<file path="src/rtl/sorter_group_feeder.sv">
// sorter_group_feeder
//   Upstream stage for the 4-entry array sorter. Buffers a byte stream in a
//   small FIFO and releases it only as complete back-to-back groups of GROUP
//   bytes, tagged with first/last. After each group it waits GAP_CYCLES idle
//   cycles so the sorter can settle before the next group arrives.
//
// Ports
//   clk        clock
//   rst        asynchronous active-high reset
//   flush      synchronous clear of FIFO, beat and gap state (group_cnt kept)
//   in_valid   upstream byte valid
//   in_ready   feeder can accept a byte (combinational: level < DEPTH && !flush)
//   in_data    upstream byte
//   out_valid  byte presented to sorter
//   out_ready  sorter accepts byte
//   out_data   byte to sorter (0 outside a burst)
//   out_first  first beat of group
//   out_last   last beat of group
//   level      current FIFO occupancy
//   group_cnt  completed groups, wraps 255->0
module sorter_group_feeder #(
    parameter int unsigned DATA_W     = 8,
    parameter int unsigned DEPTH      = 8,
    parameter int unsigned GROUP      = 4,
    parameter int unsigned GAP_CYCLES = 1
) (
    input  logic                      clk,
    input  logic                      rst,
    input  logic                      flush,
    input  logic                      in_valid,
    output logic                      in_ready,
    input  logic [DATA_W-1:0]         in_data,
    output logic                      out_valid,
    input  logic                      out_ready,
    output logic [DATA_W-1:0]         out_data,
    output logic                      out_first,
    output logic                      out_last,
    output logic [$clog2(DEPTH):0]    level,
    output logic [7:0]                group_cnt
);

    localparam int unsigned PTR_W  = $clog2(DEPTH);
    localparam int unsigned LVL_W  = PTR_W + 1;
    localparam int unsigned BEAT_W = $clog2(GROUP + 1);
    localparam int unsigned GAP_W  = $clog2(GAP_CYCLES + 2);

    typedef enum logic [1:0] {
        S_IDLE  = 2'd0,
        S_BURST = 2'd1,
        S_GAP   = 2'd2
    } state_e;

    state_e              state_q, state_d;
    logic [PTR_W-1:0]    wr_ptr_q, wr_ptr_d;
    logic [PTR_W-1:0]    rd_ptr_q, rd_ptr_d;
    logic [LVL_W-1:0]    level_q, level_d;
    logic [BEAT_W-1:0]   beat_q, beat_d;
    logic [GAP_W-1:0]    gap_q, gap_d;
    logic [7:0]          grp_q, grp_d;
    logic                out_valid_q, out_valid_d;
    logic                out_first_q, out_first_d;
    logic                out_last_q, out_last_d;
    logic [DATA_W-1:0]   out_data_q, out_data_d;
    logic [DATA_W-1:0]   mem_q [DEPTH];
    logic                wr_en;
    logic                rd_en;

    // No write bypass at full: a same-cycle read frees the slot only next cycle.
    assign in_ready = (level_q < LVL_W'(DEPTH)) && !flush;
    assign wr_en    = in_valid && in_ready;
    assign rd_en    = out_valid_q && out_ready;

    assign out_valid = out_valid_q;
    assign out_first = out_first_q;
    assign out_last  = out_last_q;
    assign out_data  = out_data_q;
    assign level     = level_q;
    assign group_cnt = grp_q;

    // FIFO storage, intentionally not reset.
    always_ff @(posedge clk) begin
        if (wr_en) begin
            mem_q[wr_ptr_q] <= in_data;
        end
    end

    // State and datapath registers.
    always_ff @(posedge clk or posedge rst) begin
        if (rst) begin
            state_q     <= S_IDLE;
            wr_ptr_q    <= '0;
            rd_ptr_q    <= '0;
            level_q     <= '0;
            beat_q      <= '0;
            gap_q       <= '0;
            grp_q       <= '0;
            out_valid_q <= 1'b0;
            out_first_q <= 1'b0;
            out_last_q  <= 1'b0;
            out_data_q  <= '0;
        end else begin
            state_q     <= state_d;
            wr_ptr_q    <= wr_ptr_d;
            rd_ptr_q    <= rd_ptr_d;
            level_q     <= level_d;
            beat_q      <= beat_d;
            gap_q       <= gap_d;
            grp_q       <= grp_d;
            out_valid_q <= out_valid_d;
            out_first_q <= out_first_d;
            out_last_q  <= out_last_d;
            out_data_q  <= out_data_d;
        end
    end

    // Next-state, FIFO bookkeeping and next output values.
    always_comb begin
        state_d     = state_q;
        wr_ptr_d    = wr_ptr_q;
        rd_ptr_d    = rd_ptr_q;
        level_d     = level_q;
        beat_d      = beat_q;
        gap_d       = gap_q;
        grp_d       = grp_q;
        out_valid_d = 1'b0;
        out_first_d = 1'b0;
        out_last_d  = 1'b0;
        out_data_d  = '0;

        if (flush) begin
            // Abandons any in-flight burst; group_cnt survives.
            wr_ptr_d = '0;
            rd_ptr_d = '0;
            level_d  = '0;
            beat_d   = '0;
            gap_d    = '0;
            state_d  = S_IDLE;
        end else begin
            if (wr_en) begin
                wr_ptr_d = wr_ptr_q + PTR_W'(1);
            end
            if (rd_en) begin
                rd_ptr_d = rd_ptr_q + PTR_W'(1);
            end
            case ({wr_en, rd_en})
                2'b10:   level_d = level_q + LVL_W'(1);
                2'b01:   level_d = level_q - LVL_W'(1);
                default: level_d = level_q;
            endcase

            case (state_q)
                S_IDLE: begin
                    // Only a full group may start a burst, so it never underflows.
                    if (level_q >= LVL_W'(GROUP)) begin
                        state_d = S_BURST;
                    end
                end
                S_BURST: begin
                    if (rd_en) begin
                        if (beat_q == BEAT_W'(GROUP - 1)) begin
                            beat_d = '0;
                            grp_d  = grp_q + 8'd1;
                            gap_d  = '0;
                            if (GAP_CYCLES == 0) begin
                                state_d = S_IDLE;
                            end else begin
                                state_d = S_GAP;
                            end
                        end else begin
                            beat_d = beat_q + BEAT_W'(1);
                        end
                    end
                end
                S_GAP: begin
                    if (gap_q == GAP_W'(GAP_CYCLES - 1)) begin
                        state_d = S_IDLE;
                    end else begin
                        gap_d = gap_q + GAP_W'(1);
                    end
                end
                default: begin
                    state_d = S_IDLE;
                end
            endcase
        end

        // Outputs are registered: present the head the FIFO will have next cycle.
        if (state_d == S_BURST) begin
            out_valid_d = 1'b1;
            out_data_d  = mem_q[rd_ptr_d];
            out_first_d = (beat_d == '0);
            out_last_d  = (beat_d == BEAT_W'(GROUP - 1));
        end
    end

endmodule

</file>
<file path="config.mk">
export PLATFORM = sky130hd
export DESIGN_NAME = sorter_group_feeder
export DESIGN_NICKNAME = d
export VERILOG_FILES = /design/src/rtl/sorter_group_feeder.sv
export SDC_FILE = /design/constraint.sdc
export NUM_CORES = 1
export LEC_CHECK = 0
export BUFFER_PORTS_ARGS = -buffer_cell sky130_fd_sc_hd__buf_2
export CAP_MARGIN = 10
export CORE_ASPECT_RATIO = 2
export CORE_MARGIN = 2
export CORE_UTILIZATION = 35
export DETAILED_ROUTE_END_ITERATION = 16
export GPL_ROUTABILITY_DRIVEN = 0
export MAX_ROUTING_LAYER = met4
export PLACE_DENSITY = 0.6
export REMOVE_ABC_BUFFERS = 1
export SYNTH_ARGS = -nofsm -noshare
export SYNTH_HDL_FRONTEND = slang
export SYNTH_SLANG_ARGS = --single-unit
</file>
<file path="constraint.sdc">
create_clock -name clk -period 6.29 [get_ports clk]
set_clock_uncertainty 0.15 [all_clocks]
set_input_delay 1.258 -clock clk [delete_from_list [all_inputs] [get_ports clk]]
set_output_delay 1.258 -clock clk [all_outputs]
set_load 0.01 [all_outputs]
</file>
# Yosys cells after proc, flatten, opt, wreduce, memory -nomap -nowiden
# Memory sizes are Yosys's and may differ from the RTL's.
# Index checks and enable logic that the tools add are counted.
# totals
ram_bits	64
out_inout_bits	24
regBits	36
n_memories	1
inputBits	13
word_cells	71
# op_classes
n_eq_ne	10
n_reduce_logical	12
mux	27
n_bitwise	1
n_lt_le_gt_ge	2
addsub	7
# mem_list
name	depth	word_bits	read_ports	rd_ports_with_merged_regs	write_ports	line_no	source
mem_q	8	8	1	0	1	64	logic [DATA_W-1:0] mem_q [DEPTH];
# op_table
operator	n
$mux W3	8
$mux W2	9
$add A3 B1 Y3 const B	3
$ne A3 B3 Y1 const B	3
$add A8 B1 Y8 const B	1
$mux W8	1
$pmux W4 S2	1
$reduce_and A4 Y1	2
$eq A2 B1 Y1 const B	3
$eq A3 B2 Y1 const B	2
$pmux W2 S3	1
$reduce_bool A3 Y1	2
$mux W1	5
$add A4 B1 Y4 const B	1
$eq A2 B2 Y1 const B	2
$ge A4 B3 Y1 const B	1
$logic_not A2 Y1	2
$lt A4 B4 Y1 const B	1
$mux W4	1
$pmux W2 S2	1
$sub A4 B1 Y4 const B	1
$logic_and A1 B1 Y1	3
$logic_not A3 Y1	1
$add A2 B1 Y2 const B	1
other kinds (3)	3

# Logic depth before layout (Yosys ltp)
# Gate-level depths: netlist of the first run.
# logic_depth
depth_word	7
depth_mapped	10
ltp_nobuf	8

# Worst setup path before layout of the first run
# No wires, ideal clock.
# synth_timing
kind	input -> register
from	in flush
to	mem mem_q[0][0] (enable)
setup_time_ps	383
cell_stages	6
t_arrival_ps	2729
path_slack_ps	3028
n_path_buf	2
required_ps	5757
path_cell_list	buf_2 > nor2_1 > and2_1 > clkbuf_1 > nand2b_1 > nor3_1
# synth_between
elab_chain_cells	5
# synth_lines
item	line_no	source
from (decl)	29	input logic flush,
$logic_not A1 Y1	69	assign in_ready = (level_q < LVL_W'(DEPTH)) && !flush;
$logic_and A1 B1 Y1	69	
named net in_ready	31	output logic in_ready,
$logic_and A1 B1 Y1	70	assign wr_en = in_valid && in_ready;
$mux W1	82	if (wr_en) begin
$mux W1 (implied by the code)	83	mem_q[wr_ptr_q] <= in_data;
to (decl)	64	
# The timed path passes the listed nets, and every way through them passes these cells.

# Final worst setup path of the first run
# layout_timing
from	in flush
to	out in_ready
# layout_between
elab_chain_cells	2
# layout_lines
item	line_no
$logic_not A1 Y1	69
$logic_and A1 B1 Y1	69
to (decl)	31
# Every way passes these cells.

==> impl_results.rst, run 1 <==
.. list-table::
   :header-rows: 1

   * - Metric
     - Value
   * - Run status
     - finished, final reports clean
   * - Final setup fails
     - 0
   * - Clock transition at the registers of the reported paths
     - 0.07 ns
   * - Total cell area at the placement stage
     - 0.00445 mm^2
   * - Async set-reset flop share out of synthesis
     - 36.0%
   * - Count of cell types in the netlist
     - 43
   * - Width of the chip
     - 80.7 um
   * - Grt total ovfl
     - 0
   * - Flip-flop and latch count after synthesis
     - 100
   * - Number of buffers created by CTS
     - 9
   * - Number of global-route vias before repair
     - 2404
   * - Count of standard-cell rows
     - 56
   * - Final instance count without filler cells
     - 469
   * - Routed Wire Length
     - 8000 um
   * - Setup crit end kind
     - output port
   * - Drt via density
     - 5.01
   * - Clock root buffer master
     - clkbuf_16
   * - Crit path arrival time
     - 1.84 ns
   * - Worst-case clock buffer depth
     - 2
   * - Max-cap violations
     - 0
   * - Port buffer count
     - 36
   * - Max-slew violation count
     - 0
   * - Number of enable-type register cells in the synthesized netlist
     - 64
   * - Most common cell after layout, fill and taps aside
     - edfxtp_1
   * - Detailed Route Iter0 Violations
     - 82
   * - I/O pin cnt
     - 37
   * - Critical Setup Path Class
     - input pin to output port
   * - Post-synth design cell area
     - 0.00412 mm^2
   * - Final total power
     - 1430 uW
   * - Commonest cells after routing, fill and taps aside
     - 64 x edfxtp_1, 36 x dfrtp_1, 36 x buf_2
   * - Placeable core region
     - 0.0116 mm^2
   * - Global-route wire length before repair
     - 12500 um
   * - Clock insertion delay at the later pin of the skew report
     - 0.35 ns
   * - Total Nets Final
     - 340
   * - Setup repair after global routing missed its margin
     - no
   * - Max FO, Critical Path
     - 21
   * - Shortest clock period the worst path allows after layout
     - 3.25 ns
   * - Post-CTS Setup Inserts
     - 0
   * - Starting utilization of the core area
     - 35.4%
   * - Clock tree from TritonCTS
     - built
   * - Commonest register cell after synthesis
     - edfxtp_1
   * - Placed Instances
     - 453
   * - Total DRC errors in the routed layout
     - 0
   * - Slew margin rel.
     - 35.5%
   * - Synthesis Warnings
     - 0
   * - Antenna violations before repair
     - 0
   * - Post-synthesis to final-layout area growth
     - 15.5%
   * - CP required
     - 4.88 ns
   * - Average wire length per cell after detail routing
     - 17.1 um
   * - FF-to-FF setup slack
     - 3.93 ns
   * - Finished Cell Area
     - 0.00476 mm^2
   * - Per-instance average area after synthesis
     - 14.9 um^2
   * - Max Fclk
     - 308 MHz
   * - Worst setup SP type
     - input pin
   * - Ratio of cells with drive above 1 in the final layout
     - 24.1%
   * - Area of the die
     - 0.0127 mm^2
   * - Count of final hold-check violations
     - 0
   * - Class of the tightest hold or removal check
     - flop to flop
   * - Filler instances
     - 1104
   * - Die Y
     - 157 um
   * - Post-CTS Resized
     - 0
   * - P_leak
     - 0.00205 uW
   * - Count of antenna-violating nets left after detailed routing
     - 0
   * - Portion of the post-synthesis area used by sequential elements
     - 68.5%
   * - CTS H-Tree Depth
     - 3
   * - Maximum number of pins on one net before global-route repair
     - 37
   * - Synthesized netlist cell count
     - 277
   * - Number of detailed-routing iterations run before antenna repair
     - 4
   * - Half-perimeter wire length after placement
     - 5590 um
   * - P per Cell Area
     - 300 mW/mm^2
   * - Routed via count
     - 2352
   * - Worst VDD drop
     - 0.000153 V
   * - Total of hold buffers inserted after clock tree synthesis
     - 0
   * - Least-Margin Pin Slew
     - 0.961 ns
   * - Clock sink count
     - 100
   * - Final worst path period share
     - 51.7%
   * - Setup TNS after final layout
     - 0 ns
   * - Ant. Diodes
     - 0
   * - Total global routing track utilization
     - 14.2%
[final cells by class]
class,count,area (um^2),area share [%]
well taps,145,181,3.81
clock inverters,7,82.6,1.73
flip-flops and latches,100,2820,59.3
clock buffers,9,225,4.73
inverters,10,37.5,0.788
multi-input cells,160,1220,25.5
repair buffers,38,195,4.10
[where the power goes]
part | internal, uW | switching (uW) | total (uW)
logic | 52.7 | 69.6 | 122
registers | 722 | 17.0 | 739
clock network | 315 | 251 | 567
[metal layers]
layer,track usage (%),share of wire [%],vias up
met5,-,0,-
met4,6.78,2.3,0
met3,3.21,4.2,11
met2,25.9,57,55
met1,13.7,36,1175
li1,-,-,1111
[Yosys cell counts (3+ instances only)]
cell type	instances	area (um^2)
o22ai_1	8	50.1
a221o_1	8	80.1
dfrtp_1	36	901
nor2b_1	3	18.8
a21oi_1	6	30.0
mux2_2	17	191
nand4_1	3	18.8
inv_1	10	37.5
mux2i_1	19	190
ha_1	7	87.6
edfxtp_1	64	1920
nand2_1	8	30.0
nand2b_1	5	31.3
xor2_1	4	35.0
and3_1	4	25.0
nor3_1	6	30.0
nand3_1	4	20.0
nor2_1	28	105
xnor2_1	9	78.8
[sequential cells by signal, indices dropped and copies added, names as in the netlist, 2 cells and up]
signal and count:
wr_ptr_q 3, out_data 8, level 4, beat_q 3, group_cnt 8, mem_q 64
rd_ptr_q 3, gap_q 2, state_q 2
[stage by stage]
step,setup WS [ns],hold slack [ns],utilization [%]
after CTS,3.03,0.321,40.9
final,3.04,0.315,40.9
after floorplan,3.15,0.352,-
after global placement,2.98,0.310,38.3
after detailed placement,2.84,0.307,38.3
after global routing,2.98,0.335,40.9
[worst paths after layout]
| check | from | cells past startpoint | end |
|---|---|---|---|
| max in group asynchronous | rst | 3 | out_data[7] |
| worst max register to register | rd_ptr_q[0] | 7 | out_data[3] |
| worst min-delay path | group_cnt[7] | 1 | group_cnt[7] |
| min in group asynchronous | rst | 3 | out_data[0] |
| worst max-delay path | flush | 3 | in_ready |
| worst min register to register | group_cnt[7] | 1 | group_cnt[7] |
[critical path: stages]
cell,delay [ns]
buf_2,0.31
nor2_1,0.12
buf_2,0.15
[kinds of logic (layout without fill, tap and decap cells)]
group / after synthesis / count (layout) / share of synthesized area [%]
flops: 100 / 100 / 68.5
simple gates: 72 / 72 / 8.87
buf+inv: 17 / 64 / 2.22
fa+ha+maj: 8 / 8 / 2.61
compound gates: 30 / 30 / 5.22
xor+xnor: 13 / 13 / 2.76
mux: 37 / 37 / 9.81
(Power assumes the default switching activity.)
==> run 2, diff against run 1 <==
--- a/config.mk
+++ b/config.mk
@@ -5,6 +5,7 @@
 export SDC_FILE = /design/constraint.sdc
 export NUM_CORES = 1
 export LEC_CHECK = 0
+export ABC_AREA = 1
 export BUFFER_PORTS_ARGS = -buffer_cell sky130_fd_sc_hd__buf_2
 export CAP_MARGIN = 10
 export CORE_ASPECT_RATIO = 2
@@ -13,7 +14,7 @@
 export DETAILED_ROUTE_END_ITERATION = 16
 export GPL_ROUTABILITY_DRIVEN = 0
 export MAX_ROUTING_LAYER = met4
-export PLACE_DENSITY = 0.6
+export PLACE_DENSITY = 0.61
 export REMOVE_ABC_BUFFERS = 1
 export SYNTH_ARGS = -nofsm -noshare
 export SYNTH_HDL_FRONTEND = slang
==> constraint.sdc (replaced) <==
create_clock -name clk -period 2.8 [get_ports clk]
set_clock_uncertainty 0.15 [all_clocks]
set_input_delay 0.56 -clock clk [delete_from_list [all_inputs] [get_ports clk]]
set_output_delay 0.56 -clock clk [all_outputs]
set_load 0.01 [all_outputs]
==> run 2 against run 1 <==
Final area increased by 11%; combinational power grew to 7.3 times the previous value; die area rose by 11%; power rose to 2.7 times the previous value; hold slack worse by 0.16 ns; clock-buffer cell count did not move; wire length up 24%.
==> impl_results.rst, run 2 <==
.. list-table::
   :header-rows: 1

   * - Metric
     - Value
   * - Run status
     - finished, final reports clean
   * - Routed via count
     - 3272 (+39%)
   * - Share of power burned in registers
     - 45.9% (-5.9 points)
   * - Combinational share of power
     - 22.9% (+14 points)
   * - Area of the die
     - 0.0141 mm^2 (+11%)
   * - Reg-to-reg critical path startpoint
     - level[3]
   * - Routed Wire Length
     - 9920 um (+24%)
   * - Total global routing track utilization
     - 15.6% (+1.5 points)
   * - Number of detailed-routing iterations run before antenna repair
     - 4 (unchanged)
   * - Grt total ovfl
     - 0 (unchanged)
   * - Worst setup SP type
     - input pin
   * - Routed length on met1
     - 3660 um (+25%)
   * - Shortest clock period the worst path allows after layout
     - 2.17 ns
   * - Starting utilization of the core area
     - 35.4% (about the same)
   * - Most numerous cell types in the synthesized netlist
     - 96 x nand2_1, 85 x inv_1, 64 x edfxtp_1
   * - Detailed Route Iter0 Violations
     - 181 (+120%)
   * - Max FO, Critical Path
     - 9 (-57%)
   * - Commonest register cell after synthesis
     - edfxtp_1
   * - Clock tree from TritonCTS
     - built
   * - Max Fclk
     - 461 MHz
   * - FF-to-FF setup slack
     - 0.64 ns (-3.29 ns)
   * - I/O pin cnt
     - 37 (unchanged)
   * - Final setup fails
     - 0 (unchanged)
   * - Count of antenna-violating nets left after detailed routing
     - 0 (unchanged)
   * - P per Cell Area
     - 734 mW/mm^2 (+140%)
   * - Amount of wire on met2 after detailed routing
     - 5470 um (+20%)
   * - Drt via density
     - 4.89 (-2.5%)
   * - Clock transition at the registers of the reported paths
     - 0.07 ns (about the same)
   * - Min setup slack post-route
     - 0.632 ns (-2.41 ns)
   * - Share of the synthesized area in compound gates (AO/OA/AOI/OAI)
     - 3.17% (-2.1 points)
   * - Ant. Diodes
     - 0 (unchanged)
   * - Average wire length per cell after detail routing
     - 14.8 um (-13%)
   * - Synthesized netlist cell count
     - 464 (+68%)
   * - Synth Area in Adders
     - 2.35% (-0.26 points)
   * - Synthesis Warnings
     - 0 (unchanged)
   * - Total of hold buffers inserted after clock tree synthesis
     - 0 (unchanged)
   * - Count of standard-cell rows
     - 59 (+5.4%)
   * - Internal power
     - 2630 uW (+140%)
   * - Worst VDD drop
     - 0.000387 V (+150%)
   * - Number of cell instances on the worst register-to-register path
     - 10 (+3)
   * - Share of the synthesized area in the top cell type
     - 42.0% (-4.7 points)
   * - Largest family of logic cells by synthesized area
     - simple AND/OR/NAND/NOR gates
   * - Total Nets Final
     - 533 (+57%)
   * - Port buffer count
     - 36 (unchanged)
   * - Width of the chip
     - 84.9 um (+5.2%)
   * - Pre-CTS setup slack
     - 0.306 ns (-2.53 ns)
   * - Most common cell after layout, fill and taps aside
     - nand2_1
   * - Post-synthesis to final-layout area growth
     - 15.5% (about the same)
   * - Portion of the post-synthesis area used by sequential elements
     - 61.6% (-6.9 points)
   * - CTS H-Tree Depth
     - 3 (unchanged)
   * - Placeable core region
     - 0.0129 mm^2 (+11%)
   * - Least-Margin Pin Slew
     - 0.485 ns (-0.476 ns)
   * - Sw Share
     - 32.2% (+8.5 points)
   * - Reg-to-reg critical path endpoint
     - level[3]
   * - Count of final hold-check violations
     - 0 (unchanged)
   * - Max-slew violation count
     - 0 (unchanged)
   * - Switching component of the power
     - 1250 uW (+270%)
   * - Cell with the most instances after synthesis
     - nand2_1
   * - Crit path arrival time
     - 2.26 ns (+0.42 ns)
   * - Detailed-routed wire length on met3
     - 383 um (+13%)
   * - Post-CTS Setup Inserts
     - 0 (unchanged)
   * - Leading cell types by total area after synthesis
     - edfxtp_1 42%, dfrtp_1 20%, nand2_1 7.9%
   * - Post-CTS Resized
     - 0 (unchanged)
   * - Total DRC errors in the routed layout
     - 0 (unchanged)
   * - Critical path launch point
     - flush
   * - Setup TNS after final layout
     - 0 ns (unchanged)
   * - Simple-gate area share of the yosys netlist
     - 21.9% (+13 points)
   * - Most flops, register
     - mem_q
   * - Clock insertion delay at the later pin of the skew report
     - 0.35 ns (about the same)
   * - Per-instance average area after synthesis
     - 9.87 um^2 (-34%)
   * - CP required
     - 2.89 ns (-1.99 ns)
   * - Number of flip-flops under the largest register name
     - 64 (unchanged)
   * - Setup repair after global routing missed its margin
     - no
   * - Class of the tightest hold or removal check
     - input pin to async pin
   * - Critical Setup Path Class
     - input pin to flop
   * - Worst-case clock buffer depth
     - 2 (unchanged)
   * - Post-synth design cell area
     - 0.00458 mm^2 (+11%)
   * - Final worst path period share
     - 77.4%
   * - Number of global-route vias before repair
     - 3409 (+42%)
   * - Die Y
     - 166 um (+5.3%)
   * - Capture point of the worst path
     - level[3]
   * - Clock root buffer master
     - clkbuf_16
   * - XOR/XNOR Fraction of Synth Area
     - 1.53% (-1.2 points)
   * - Commonest cells after routing, fill and taps aside
     - 96 x nand2_1, 85 x inv_1, 64 x edfxtp_1
   * - Async set-reset flop share out of synthesis
     - 36.0% (unchanged)
   * - Mux cell area share after synthesis
     - 0.219% (-9.6 points)
   * - Flip-flop and latch count after synthesis
     - 100 (unchanged)
   * - Half-perimeter wire length after placement
     - 6790 um (+22%)
   * - Maximum number of pins on one net before global-route repair
     - 37 (unchanged)
   * - Ratio of cells with drive above 1 in the final layout
     - 15.9% (-8.2 points)
   * - Slew margin rel.
     - 67.7% (+32 points)
   * - Global-route wire length before repair
     - 16600 um (+33%)
   * - Number of enable-type register cells in the synthesized netlist
     - 64 (unchanged)
   * - Top Layer Used
     - met4
   * - Count of cell types in the netlist
     - 35 (-19%)
   * - Antenna violations before repair
     - 0 (unchanged)
   * - Max-cap violations
     - 0 (unchanged)
   * - Clock sink count
     - 100 (unchanged)
   * - Number of buffers created by CTS
     - 9 (unchanged)
   * - Post-synthesis cell type with the largest combined area
     - edfxtp_1
   * - Clk network pwr share
     - 31.2% (-8.5 points)
   * - P_leak
     - 0.00253 uW (+23%)
   * - Setup crit end kind
     - flop
## run 2: cell types whose count changed after synthesis, moves of 6 or more
cell	change
nand2_1	+88
inv_1	+75
nand3_1	+36
nor2_1	+22
nand4_1	+21
mux2i_1	-18
mux2_2	-17
a221o_1	-8
o21ai_0	+8
buf_2	+6
o22ai_1	-6
## run 2: cells by family (layout without fill, tap and decap cells)
logic type | count (synthesis) | in the layout
xor+xnor | 8 | 8
buf+inv | 104 | 157
simple gates | 220 | 220
compound gates | 23 | 23
flops | 100 | 100
fa+ha+maj | 8 | 8
mux | 1 | 1
## run 2: worst min-delay path by stage
stage               slack (ns)      endpoint         start  depth (start not counted)
floorplan                 0.36      gap_q[1]      gap_q[1]                          2
global placement          0.35  group_cnt[2]  group_cnt[2]                          1
detailed placement        0.36  group_cnt[4]  group_cnt[4]                          1
CTS                       0.18   out_data[0]           rst                          3
global route              0.18   out_data[1]           rst                          3
finish                    0.15   out_data[1]           rst                          3
## run 2: critical path: stages
cell and delay [ns]:
buf_2 0.23, nor2_1 0.10, nand2_1 0.11, inv_1 0.10
nor2_1 0.25, ha_1 0.31, a21o_1 0.16, a21oi_1 0.16
nand3_1 0.09, nand3_1 0.10, nand2_1 0.06
## run 2: area by class of cell
| class | instances | area, um^2 |
|---|---|---|
| clock buffer | 9 | 225 |
| clock inverter | 7 | 67.6 |
| fill | 1229 | 7630 |
| inverter | 89 | 335 |
| multi-input combinational | 260 | 1330 |
| sequential | 100 | 2820 |
| tap | 152 | 190 |
| timing repair buffer | 52 | 313 |
## run 2: power by group through the flow
stage	sequential [uW]	combinational (uW)	clock [uW]
6_report	1780	889	1210
3_5_place_dp	1810	892	0
3_3_place_gp	1810	861	0
5_1_grt	1800	1010	1300
2_1_floorplan	1830	532	0
4_1_cts	1780	895	1220
## run 2: through the flow
| stage | hold WS, ns | cell area (um^2) | cells | utilization (%) | total power, uW |
|---|---|---|---|---|---|
| 2_1_floorplan | 0.358 | 4490 | 449 | - | 2360 |
| 3_3_place_gp | 0.355 | 4990 | 653 | 38.7 | 2670 |
| 3_5_place_dp | 0.360 | 4990 | 653 | 38.7 | 2700 |
| 4_1_cts | 0.176 | 5290 | 669 | 40.9 | 3900 |
| 5_1_grt | 0.185 | 5290 | 669 | 40.9 | 4110 |
| 6_report | 0.154 | 5290 | 669 | 40.9 | 3880 |
## run 2: layer usage
metal	vias to the layer above	GRT usage, %
li1	1590	-
met1	1559	15.4
met2	93	28.6
met3	30	2.58
met4	0	8.14
met5	-	-
